--- config.mk ---
export PLATFORM = sky130hd
export DESIGN_NAME = change_dispenser_flat
export DESIGN_NICKNAME = d
export VERILOG_FILES = /design/src/rtl/change_dispenser_if.sv /design/src/rtl/change_dispenser.sv /design/src/flat_wrapper.sv
export SDC_FILE = /design/constraint.sdc
export NUM_CORES = 1
export LEC_CHECK = 0
export BUFFER_PORTS_ARGS = -buffer_cell sky130_fd_sc_hd__clkbuf_2
export CELL_PAD_IN_SITES_DETAIL_PLACEMENT = 0
export CELL_PAD_IN_SITES_GLOBAL_PLACEMENT = 1
export CORE_MARGIN = 2
export CORE_UTILIZATION = 45
export DETAILED_ROUTE_END_ITERATION = 8
export PLACE_DENSITY = 0.89
export SYNTH_ARGS = -nofsm -noshare
export SYNTH_HDL_FRONTEND = slang
export SYNTH_SLANG_ARGS = --single-unit
--- constraint.sdc ---
create_clock -name clk -period 3 [get_ports clk]
set_input_delay 0.15 -clock clk [delete_from_list [all_inputs] [get_ports clk]]
set_output_delay 0.15 -clock clk [all_outputs]
set_load 0.01 [all_outputs]
--- src/rtl/change_dispenser_if.sv ---
// Bundle of operand, coin-mechanism and status signals for change_dispenser.
// The master side is the vending controller / coin mechanism; the slave is the dispenser.
interface change_dispenser_if;
   logic       start;
   logic [7:0] paid;
   logic [7:0] price;
   logic       coin_ack;
   logic       clear;
   logic [2:0] coin_req;
   logic       busy;
   logic       done;
   logic       err_short;
   logic       fault;
   logic [4:0] coin_count;
   logic [7:0] change_left;

   modport master (
      output start, paid, price, coin_ack, clear,
      input  coin_req, busy, done, err_short, fault, coin_count, change_left
   );

   modport slave (
      input  start, paid, price, coin_ack, clear,
      output coin_req, busy, done, err_short, fault, coin_count, change_left
   );
endinterface

--- src/rtl/change_dispenser.sv ---
// Greedy change dispenser: ejects $10/$5/$1 coins one at a time through a
// request/acknowledge coin mechanism, with inter-coin gap and ack timeout.
module change_dispenser #(
   parameter int GAP     = 4,
   parameter int TIMEOUT = 255
) (
   input  logic              clk,
   input  logic              reset,
   change_dispenser_if.slave bus,
   output logic [2:0]        dbg_state_o
);

   // coin_ack handshake: coin_req is held one-hot and stable in WAIT_ACK; every
   // rising edge with coin_ack=1 in that state consumes exactly one coin.
   typedef enum logic [2:0] {
      IDLE     = 3'd0,
      CALC     = 3'd1,
      ISSUE    = 3'd2,
      WAIT_ACK = 3'd3,
      GAP_WAIT = 3'd4,
      DONE     = 3'd5,
      FAULT    = 3'd6
   } state_t;

   localparam logic [7:0] TMO_LAST = 8'(TIMEOUT - 1);
   localparam logic [3:0] GAP_LAST = 4'(GAP - 1);

   state_t     state_q;
   logic [7:0] paid_q;
   logic [7:0] price_q;
   logic [2:0] coin_req_q;
   logic       done_q;
   logic       err_short_q;
   logic       fault_q;
   logic [4:0] coin_count_q;
   logic [7:0] change_left_q;
   logic [7:0] tmo_q;
   logic [3:0] gap_q;

   logic [2:0] next_coin_d;
   logic [7:0] coin_val_d;

   // Largest denomination not exceeding the change still owed.
   always_comb begin
      next_coin_d = 3'b001;
      if (change_left_q >= 8'd10)
         next_coin_d = 3'b100;
      else if (change_left_q >= 8'd5)
         next_coin_d = 3'b010;
   end

   always_comb begin
      coin_val_d = 8'd1;
      if (coin_req_q[2])
         coin_val_d = 8'd10;
      else if (coin_req_q[1])
         coin_val_d = 8'd5;
   end

   always_ff @(posedge clk or negedge reset) begin
      if (!reset) begin
         state_q       <= IDLE;
         paid_q        <= 8'd0;
         price_q       <= 8'd0;
         coin_req_q    <= 3'b000;
         done_q        <= 1'b0;
         err_short_q   <= 1'b0;
         fault_q       <= 1'b0;
         coin_count_q  <= 5'd0;
         change_left_q <= 8'd0;
         tmo_q         <= 8'd0;
         gap_q         <= 4'd0;
      end else begin
         case (state_q)
            IDLE: begin
               done_q <= 1'b0;
               if (bus.start) begin
                  paid_q       <= bus.paid;
                  price_q      <= bus.price;
                  coin_count_q <= 5'd0;
                  err_short_q  <= 1'b0;
                  state_q      <= CALC;
               end
            end
            CALC: begin
               if (paid_q < price_q) begin
                  err_short_q   <= 1'b1;
                  change_left_q <= 8'd0;
                  done_q        <= 1'b1;
                  state_q       <= DONE;
               end else begin
                  change_left_q <= paid_q - price_q;
                  state_q       <= ISSUE;
               end
            end
            ISSUE: begin
               if (change_left_q == 8'd0) begin
                  done_q  <= 1'b1;
                  state_q <= DONE;
               end else begin
                  coin_req_q <= next_coin_d;
                  tmo_q      <= 8'd0;
                  state_q    <= WAIT_ACK;
               end
            end
            WAIT_ACK: begin
               // An ack on the final timeout edge still counts as a delivered coin.
               if (bus.coin_ack) begin
                  coin_req_q    <= 3'b000;
                  change_left_q <= change_left_q - coin_val_d;
                  coin_count_q  <= coin_count_q + 5'd1;
                  gap_q         <= 4'd0;
                  state_q       <= GAP_WAIT;
               end else if (tmo_q == TMO_LAST) begin
                  coin_req_q <= 3'b000;
                  fault_q    <= 1'b1;
                  state_q    <= FAULT;
               end else begin
                  tmo_q <= tmo_q + 8'd1;
               end
            end
            GAP_WAIT: begin
               if (gap_q == GAP_LAST)
                  state_q <= ISSUE;
               else
                  gap_q <= gap_q + 4'd1;
            end
            DONE: begin
               done_q  <= 1'b0;
               state_q <= IDLE;
            end
            FAULT: begin
               if (bus.clear) begin
                  fault_q <= 1'b0;
                  state_q <= IDLE;
               end
            end
            default: state_q <= IDLE;
         endcase
      end
   end

   assign bus.coin_req    = coin_req_q;
   assign bus.busy        = (state_q != IDLE);
   assign bus.done        = done_q;
   assign bus.err_short   = err_short_q;
   assign bus.fault       = fault_q;
   assign bus.coin_count  = coin_count_q;
   assign bus.change_left = change_left_q;
   assign dbg_state_o     = state_q;

endmodule
--- src/flat_wrapper.sv ---
// flat-port wrapper written by rule: the top's interface ports become plain ports
module change_dispenser_flat 
#(
   parameter int GAP     = 4,
   parameter int TIMEOUT = 255
)
  (clk, reset, dbg_state_o, bus_start, bus_paid, bus_price, bus_coin_ack, bus_clear, bus_coin_req, bus_busy, bus_done, bus_err_short, bus_fault, bus_coin_count, bus_change_left);
  change_dispenser_if bus_i ();
  input  logic clk;
  input  logic reset;
  output logic [2:0] dbg_state_o;
  input wire logic [$bits(bus_i.start)-1:0] bus_start;
  input wire logic [$bits(bus_i.paid)-1:0] bus_paid;
  input wire logic [$bits(bus_i.price)-1:0] bus_price;
  input wire logic [$bits(bus_i.coin_ack)-1:0] bus_coin_ack;
  input wire logic [$bits(bus_i.clear)-1:0] bus_clear;
  output wire logic [$bits(bus_i.coin_req)-1:0] bus_coin_req;
  output wire logic [$bits(bus_i.busy)-1:0] bus_busy;
  output wire logic [$bits(bus_i.done)-1:0] bus_done;
  output wire logic [$bits(bus_i.err_short)-1:0] bus_err_short;
  output wire logic [$bits(bus_i.fault)-1:0] bus_fault;
  output wire logic [$bits(bus_i.coin_count)-1:0] bus_coin_count;
  output wire logic [$bits(bus_i.change_left)-1:0] bus_change_left;
  assign bus_i.start = bus_start;
  assign bus_i.paid = bus_paid;
  assign bus_i.price = bus_price;
  assign bus_i.coin_ack = bus_coin_ack;
  assign bus_i.clear = bus_clear;
  assign bus_coin_req = bus_i.coin_req;
  assign bus_busy = bus_i.busy;
  assign bus_done = bus_i.done;
  assign bus_err_short = bus_i.err_short;
  assign bus_fault = bus_i.fault;
  assign bus_coin_count = bus_i.coin_count;
  assign bus_change_left = bus_i.change_left;
  change_dispenser #(.GAP(GAP), .TIMEOUT(TIMEOUT)) u_core (.clk(clk), .reset(reset), .bus(bus_i), .dbg_state_o(dbg_state_o));
endmodule
==> reports/qor.yml, run 1 <==
status: "finished clean"
clock_skew_ns: 0.00570
cts_tree: "built"
synthArstFlopShare: 1.00
worstSetupPathType: "reg -> reg"
synthesis.nets: 344
cts_buffer_depth: 2
drive_above_1_share: 0.195
area_growth_pct: 12.7
postPlaceCellArea_um2: 3240
hold_depth: 3
holdPathEnd: "u_core.price_q[2]"
grt_first_pass_wirelength_um: 10600
synth_top_cells_by_count: "dfrtp_1, nor2_1, nand2_1"
cap_violations: 0
synth-edff-count: 0
vias: 2309
crit_chain: "inv_1 > ha_1 > inv_1 > fa_1 > a21o_1 > a21oi_1 > o21ai_0 > a221o_1"
pre_cts_ws_ns: 0.786
p_per_area_nw_per_um2: 1080
worstMarginPinSlew_ns: 0.668
r2r_end: "u_core.bus.change_left[4]"
slowest_delay_ns: 0.41
vias_per_cell: 5.42
antenna_found_initial: 0
grt_overflow: 0
yosysTopAreaCellShare: 0.422
ys_seq_elements: 50
synth_area_leader_cell: "dfrtp_1"
fin_hold_ws_ns: 0.0579
clkTransAtPathRegs_ns: 0.09
clock.fmax_ghz: 0.459
post_drt_wl_per_cell_um: 13.9
place.gp.congestion: 0.889
slowest_stage: "fa_1"
avgSynthCellArea_um2: 9.72
drc_errors: 0
grt_pass1_vias: 2300
setup_ws_ns: 0.824
die_h_um: 85.2
cts_inserted_buffers: 5
cp_data_required_time_ns: 3.18
crit_path_end_kind: "flip-flop"
p_leak_nw: 1.59
min_path_type: "in -> reg"
synth-main-ff-cell: "dfrtp_1"
die-area_um2: 7250
fillers: 590
stdcell_area_um2: 3340
drtPass1Iterations: 4
start_util: 0.467
syn-cell-area_um2: 2960
reg2reg_slack_ns: 0.82
rows: 29
grt_max_degree: 31
port_buffers: 43
synthCells: 305
ioPinCount: 44
yosysWarnings: 0
cts_setup_buffers: 0
yosysSeqAreaShare: 0.422
rsz0062_at_grt: "no"
antenna_cells: 0
nNetsFinal: 387
die_w_um: 85.2
cts-root-buf: "clkbuf_8"
synth.most_common_cell: "dfrtp_1"
setup_tns_ns: 0
reg2reg_depth: 8
hpwlAfterDp_um: 4540
netlist_top_cells_area: "dfrtp_1, ha_1, nor2_1, xor2_1, mux2_1"
reg2reg_from: "u_core.bus.coin_req[2]"
ant_nets: 0
cp-start-kind: "flip-flop"
clkSinkCount: 50
peakVddDrop_mv: 0.511
grtUsageTotal: 0.178
hold_path_startpoint: "bus_price[2]"
yosysUniqueCellTypes: 56
cp.arrival_ns: 2.36
fin_crit_ns: 2.18
first_iter_violations: 75
maxSlewViolCount: 0
crit_fanout: 6
hold_violations: 0
slew_headroom: 0.555
finalCritPeriodShare: 0.725
finalSetupViolCount: 0
clk_latency_ns: 0.29
h-tree-depth: 2
finalWirelength_um: 5940
crit_top_cell: "inv_1"
core_area_um2: 6350
==> where the power goes <==
group	internal [mW]	leakage [nW]	switching (mW)
sequential	0.923	0.641	0.285
clock	0.187	0.0482	0.213
combinational	0.907	0.900	1.11
total	2.02	1.59	1.61
==> worst max-delay path, delay by kind of cell (launching register included) <==
kind            cells  cell delay (ns)
compound gates      4             0.85
fa+ha+maj           2             0.61
flops               1             0.38
buf+inv             2             0.23
==> stage by stage <==
| stage | total power, mW | instances | utilization |
|---|---|---|---|
| 6_report | 3.62 | 426 | 0.526 |
| 5_1_grt | 4.03 | 426 | 0.526 |
| 4_1_cts | 3.67 | 426 | 0.526 |
| 3_5_place_dp | 3.25 | 417 | 0.510 |
| 3_3_place_gp | 3.21 | 417 | 0.510 |
| 2_1_floorplan | 2.76 | 305 | - |
==> layer usage <==
| layer | GRT usage | vias up | routed length, µm |
|---|---|---|---|
| li1 | - | 1163 | - |
| met1 | 0.240 | 1098 | 2710 |
| met2 | 0.301 | 44 | 2940 |
| met3 | 0.0350 | 4 | 254 |
| met4 | 0.0317 | 0 | 34 |
| met5 | 0 | - | 0 |
==> registers in the layout, summed over array words and instances, names as in the netlist <==
signal,flops
u_core.bus.change_left,8
u_core.bus.coin_count,5
u_core.bus.coin_req,3
u_core.bus.done,1
u_core.bus.err_short,1
u_core.bus.fault,1
u_core.dbg_state_o,3
u_core.gap_q,4
u_core.paid_q,8
u_core.price_q,8
u_core.tmo_q,8
==> layout make-up <==
class / count / area [µm²] / share of cell area
Multi-Input combinational cell: 229 / 1600 / 0.479
Sequential cell: 50 / 1250 / 0.375
Timing Repair Buffer: 46 / 240 / 0.0719
Tap cell: 77 / 96.3 / 0.0288
Clock buffer: 7 / 86.3 / 0.0258
Inverter: 16 / 60.1 / 0.0180
Clock inverter: 1 / 5.00 / 0.00150
==> repair_timing <==
item                                    CTS  global route
endpoints found under the setup margin    0             0
endpoints found under the hold margin    25             0
gates resized for setup                   0             0
hold buffers                              1             0
==> layout by cell type (no fill, tap or decap), types with 6 or more instances in the layout <==
cell type / instances
a21oi_1: 11
clkbuf_2: 43
clkbuf_8: 6
dfrtp_1: 50
ha_1: 16
inv_1: 15
mux2_1: 9
nand2_1: 27
nand2b_1: 7
nand3_1: 7
nand4_1: 8
nor2_1: 31
nor3_1: 7
o21ai_0: 14
o21ai_1: 17
xor2_1: 13
==> kinds of logic after synthesis <==
family | after synthesis | synth area share
fa+ha+maj | 18 | 0.0810
flops | 50 | 0.422
compound gates | 72 | 0.168
mux | 10 | 0.0380
simple gates | 113 | 0.205
buf+inv | 26 | 0.0384
xor+xnor | 16 | 0.0473
==> how the worst max path moves through the flow <==
stage / startpoint / end / slack, ns / cells past startpoint
floorplan: u_core.bus.coin_req[2] / u_core.bus.change_left[4] / 0.97 / 8
global placement: u_core.price_q[0] / u_core.bus.change_left[1] / 0.84 / 7
detailed placement: u_core.bus.coin_req[2] / u_core.bus.change_left[4] / 0.79 / 8
CTS: u_core.bus.coin_req[2] / u_core.bus.change_left[4] / 0.78 / 8
global route: u_core.bus.coin_req[2] / u_core.bus.change_left[6] / 0.65 / 9
finish: u_core.bus.coin_req[2] / u_core.bus.change_left[4] / 0.82 / 8
No activity file was read; power rests on OpenSTA's default activity.
==> run 2, diff against run 1 <==
CORE_UTILIZATION = 44   (was 45)
PLACE_DENSITY = 0.88   (was 0.89)
clock period = 2.2 ns   (was 3 ns; I/O delays follow)
==> reports/qor.yml, run 2 (synthesis results as in run 1) <==
status: "finished clean"
pre_cts_ws_ns: 0.0363  # -0.750 ns
slowest_stage: "o41ai_4"
reg2reg_depth: 8  # unchanged
core_area_um2: 6420  # +1.1%
worstMarginPinSlew_ns: 0.542  # -0.125 ns
finalCritPeriodShare: 0.935  # +0.210
clk_latency_ns: 0.30  # about the same
first_iter_violations: 75  # unchanged
fin_crit_ns: 2.06  # -0.119 ns
cp-startpoint: "u_core.paid_q[0]"
cp-start-kind: "flip-flop"
layout_common_cells: "dfrtp_1, clkbuf_2, nor2_1"
setup_tns_ns: 0  # unchanged
cts-root-buf: "clkbuf_8"
area_growth_pct: 15.1
cp.arrival_ns: 2.24  # -0.12 ns
grt_pass1_vias: 2279  # -0.91%
finalSetupViolCount: 0  # unchanged
grt_overflow: 0  # unchanged
cts_tree: "built"
clkTransAtPathRegs_ns: 0.09  # about the same
vias: 2354  # +1.9%
crit_chain: "inv_1 > ha_2 > fa_2 > nand2b_1 > a21oi_2 > o41ai_4 > nor2_2 > a221o_1"
setup_ws_ns: 0.142  # -0.681 ns
start_util: 0.462  # -0.00527
min_path_type: "in -> reg"
fin_hold_ws_ns: 0.0154  # -0.0425 ns
maxSlewViolCount: 0  # unchanged
place.gp.congestion: 0.854  # -3.9%
reg2reg_from: "u_core.paid_q[0]"
hold_depth: 3  # unchanged
ioPinCount: 44  # unchanged
crit_path_end_kind: "flip-flop"
p_leak_nw: 1.61  # +1.6%
cp_data_required_time_ns: 2.38  # -0.80 ns
worstSetupPathType: "reg -> reg"
hpwlAfterDp_um: 4610  # +1.6%
layout_commonest_cell: "dfrtp_1"
fillers: 605  # +2.5%
h-tree-depth: 2  # unchanged
crit_fanout: 7  # +1
stdcell_count: 432  # +1.4%
vias_per_cell: 5.45  # +0.53%
grtUsageTotal: 0.178  # +0.000594
slowest_delay_ns: 0.46  # +0.05 ns
grt_max_degree: 31  # unchanged
finalWirelength_um: 6020  # +1.4%
antenna_cells: 0  # unchanged
port_buffers: 43  # unchanged
ant_nets: 0  # unchanged
power_mw: 5.08  # +40%
hold_violations: 0  # unchanged
die_w_um: 86.1  # +1.1%
cap_violations: 0  # unchanged
antenna_found_initial: 0  # unchanged
crit_path_end: "u_core.bus.change_left[4]"
die_h_um: 86.1  # +1.1%
slew_headroom: 0.637  # +0.0824
cts_buffer_depth: 2  # unchanged
peakVddDrop_mv: 0.953  # +87%
p_per_area_nw_per_um2: 1490  # +37%
r2r_end: "u_core.bus.change_left[4]"
clkSinkCount: 50  # unchanged
rows: 29  # unchanged
die-area_um2: 7410  # +2.2%
dp.cells: 423  # +1.4%
drc_errors: 0  # unchanged
drtPass1Iterations: 4  # unchanged
post_drt_wl_per_cell_um: 13.9  # about the same
grt_first_pass_wirelength_um: 10600  # +0.20%
rsz0062_at_grt: "yes"
clock.fmax_ghz: 0.486  # +5.8%
cts_inserted_buffers: 5  # unchanged
reg2reg_slack_ns: 0.14  # -0.68 ns
nNetsFinal: 394  # +1.8%
clock_skew_ns: 0.00817  # +0.00246 ns
drive_above_1_share: 0.223  # +0.0277
## run 2: worst min-delay path by stage
stage                     slack [ns]    startpoint                         to
after floorplan                -0.19         reset  u_core.bus.change_left[0]
after global placement          0.12         reset     u_core.bus.coin_req[2]
after detailed placement        0.11         reset     u_core.bus.coin_req[2]
after CTS                      0.004  bus_price[6]          u_core.price_q[6]
after global routing            0.01  bus_price[7]          u_core.price_q[7]
final                           0.02  bus_price[6]          u_core.price_q[6]
## run 2: layout make-up
type / count / area [µm²] / share of cell area
flip-flops and latches: 50 / 1250 / 0.367
clock buffers: 6 / 72.6 / 0.0213
well taps: 77 / 96.3 / 0.0282
inverters: 16 / 60.1 / 0.0176
repair buffers: 53 / 305 / 0.0895
multi-input cells: 229 / 1620 / 0.475
clock inverters: 1 / 7.51 / 0.00220
## run 2: worst max-delay path: cells and delay by family (launching register included)
family / cells / cell delay [ns]
simple gates: 2 / 0.26
compound gates: 3 / 0.87
fa+ha+maj: 2 / 0.39
flops: 1 / 0.37
buf+inv: 1 / 0.07
## run 2: per-stage QoR
| step | cell area, µm² | utilization |
|---|---|---|
| 5_1_grt | 3410 | 0.531 |
| 3_5_place_dp | 3300 | 0.513 |
| 2_1_floorplan | 2960 | - |
| 3_3_place_gp | 3300 | 0.513 |
| 4_1_cts | 3390 | 0.528 |
| 6_report | 3410 | 0.531 |
## run 2: routing by layer
metal | part of all wire | routed length [µm] | vias up | global-route usage
met5 | 0 | 0 | - | 0
met4 | 0.015 | 88 | 0 | 0.0592
met3 | 0.046 | 274 | 9 | 0.0337
met2 | 0.48 | 2880 | 50 | 0.292
met1 | 0.46 | 2780 | 1117 | 0.237
li1 | - | - | 1178 | -
## run 2: timing repair
action	CTS	global route
resized for setup	1	5
hold buffers	1	0
endpoints found under the hold margin	50	0
buffers inserted	0	1
pin swaps	0	3
endpoints found under the setup margin	1	11
## run 2: report_power, final
part / switching (mW) / internal (mW) / total [mW]
clock: 0.296 / 0.219 / 0.514
sequential: 0.354 / 1.26 / 1.61
combinational: 1.61 / 1.35 / 2.95
total: 2.26 / 2.82 / 5.08
==> run 3, diff against run 2 <==
clock period = 1.9 ns   (was 2.2 ns; I/O delays follow)
==> reports/qor.yml, run 3 (synthesis results as in run 1) <==
core_area_um2: 6420  # unchanged
finalCritPeriodShare: 1.05  # +0.113
dp.cells: 448  # +5.9%
nNetsFinal: 439  # +11%
vias_per_cell: 5.39  # -1.1%
drc_errors: 0  # unchanged
slowest_stage: "o41ai_4"
min_path_type: "in -> reg"
crit_path_end: "u_core.bus.change_left[4]"
clkSinkCount: 50  # unchanged
grt_pass1_vias: 2617  # +15%
first_iter_violations: 130  # +73%
crit_fanout: 7  # unchanged
p_comb_frac: 0.635  # +0.054
cts-root-buf: "clkbuf_8"
grtUsageTotal: 0.196  # +0.0177
hold_violations: 0  # unchanged
path_delay_family: "compound AO/OA/AOI/OAI gates"
cts_tree: "built"
grt.busiest_layer: "met2"
stdcell_count: 478  # +11%
vias: 2577  # +9.5%
finalSetupViolCount: 10  # +10
rsz0062_at_grt: "yes"
drive_above_1_share: 0.329  # +0.107
violations: "negative setup slack"
port_buffers: 43  # unchanged
cap_violations: 0  # unchanged
start_util: 0.462  # unchanged
crit_buf_inv: 0  # -1
clkTransAtPathRegs_ns: 0.10  # about the same
cp_data_required_time_ns: 2.10  # -0.28 ns
worstSetupPathType: "reg -> reg"
layout_common_cells: "dfrtp_1, clkbuf_2, buf_4"
clock_skew_ns: 0.00887  # +0.000706 ns
ioPinCount: 44  # unchanged
antenna_cells: 0  # unchanged
reg2reg_depth: 6  # -2
grt_max_degree: 31  # unchanged
fin_crit_ns: 1.99  # -0.0650 ns
finalWirelength_um: 6860  # +14%
maxSlewViolCount: 0  # unchanged
reg2reg_from: "u_core.paid_q[3]"
grt_use_met3: 0.0298  # -0.00385
drtPass1Iterations: 4  # unchanged
grt_overflow: 0  # unchanged
crit_chain: "ha_4 > o211ai_1 > a21oi_4 > o41ai_4 > nor2_2 > a221o_1"
die_h_um: 86.1  # unchanged
status: "finished with violations"
hpwlAfterDp_um: 4910  # +6.5%
grt_use_met2: 0.367  # +0.0754
ant_nets: 0  # unchanged
sw_frac_of_total: 0.424  # -0.0207
use_met1: 0.240  # +0.00272
clock.fmax_ghz: 0.502  # +3.3%
post_drt_wl_per_cell_um: 14.4  # +3.0%
p_per_area_nw_per_um2: 1800  # +21%
antenna_found_initial: 0  # unchanged
peakVddDrop_mv: 0.979  # +2.8%
r2r_end: "u_core.bus.change_left[4]"
cp-startpoint: "u_core.paid_q[3]"
fillers: 532  # -12%
layout_commonest_cell: "dfrtp_1"
area_growth_pct: 33.5
cts_buffer_depth: 2  # unchanged
pwr-share-seq: 0.256  # -0.061
clk_latency_ns: 0.31  # about the same
cp.arrival_ns: 2.20  # -0.04 ns
die-area_um2: 7410  # unchanged
grt_first_pass_wirelength_um: 11900  # +12%
path_depth: 6  # -2
power_mw: 7.11  # +40%
slowest_delay_ns: 0.45  # about the same
crit_path_end_kind: "flip-flop"
worstMarginPinSlew_ns: 0.669  # +0.127 ns
setup_ws_ns: -0.0929  # -0.235 ns
rows: 29  # unchanged
reg2reg_slack_ns: -0.09  # -0.23 ns
p_int_mw: 4.10  # +45%
die_w_um: 86.1  # unchanged
p_leak_nw: 1.87  # +16%
switching_power_mw: 3.01  # +33%
cts_inserted_buffers: 5  # unchanged
power_frac_clock: 0.109  # +0.008
h-tree-depth: 2  # unchanged
cp-start-kind: "flip-flop"
place.gp.congestion: 0.828  # -3.1%
slew_headroom: 0.554  # -0.0831
## run 3: worst min-delay path by stage
stage	from	to	slack (ns)	cells past startpoint
final	bus_price[7]	u_core.price_q[7]	0.008	3
after floorplan	reset	u_core.bus.change_left[0]	-0.20	0
after detailed placement	reset	u_core.tmo_q[2]	0.16	1
after global placement	reset	u_core.tmo_q[2]	0.15	1
after CTS	bus_price[7]	u_core.price_q[7]	0.004	3
after global routing	bus_price[7]	u_core.price_q[7]	0.03	3
## run 3: what timing repair did
item / 4_1_cts / 5_1_grt
endpoints found under the hold margin: 38 / 0
hold buffers: 15 / 0
pin swaps: 4 / 9
setup buffers: 3 / 4
gates resized for setup: 12 / 14
endpoints found under the setup margin: 13 / 17
## run 3: area by class of cell
| cell class | instances | area (µm²) | share of cell area |
|---|---|---|---|
| Clock buffer | 5 | 68.8 | 0.0174 |
| Tap cell | 77 | 96.3 | 0.0243 |
| Inverter | 16 | 60.1 | 0.0152 |
| Multi-Input combinational cell | 229 | 1740 | 0.440 |
| Sequential cell | 50 | 1250 | 0.317 |
| Timing Repair Buffer | 98 | 691 | 0.175 |
| Clock inverter | 3 | 47.5 | 0.0120 |
## run 3: stage by stage
step / hold slack [ns] / setup slack (ns) / TNS (ns) / cell area [µm²] / utilization
finish: 0.00827 / -0.0929 / -0.645 / 3960 / 0.616
global route: 0.0271 / -0.218 / -1.93 / 3960 / 0.616
CTS: 0.00385 / -0.104 / -0.480 / 3860 / 0.601
detailed placement: 0.163 / -0.139 / -0.793 / 3520 / 0.548
global placement: 0.147 / -0.0712 / -0.235 / 3520 / 0.548
floorplan: -0.201 / -0.0291 / -0.0387 / 2990 / -
## run 3: per-layer routing
| layer | up-vias | share of wire | wire (µm) |
|---|---|---|---|
| li1 | 1273 | - | - |
| met1 | 1245 | 0.42 | 2890 |
| met2 | 53 | 0.53 | 3650 |
| met3 | 6 | 0.039 | 267 |
| met4 | 0 | 0.0077 | 53 |
| met5 | - | 0 | 0 |
## run 3: worst min-delay path: stages
cell and delay, ns:
clkbuf_2 0.08, nand2_1 0.05, o21ai_1 0.06
## run 3: power by group through the flow
stage | clock network, mW | registers, mW | logic (mW)
floorplan | 0 | 1.85 | 2.62
global placement | 0 | 1.79 | 3.89
detailed placement | 0 | 1.81 | 3.96
CTS | 0.800 | 1.81 | 4.21
global route | 0.846 | 1.88 | 5.02
finish | 0.774 | 1.82 | 4.51
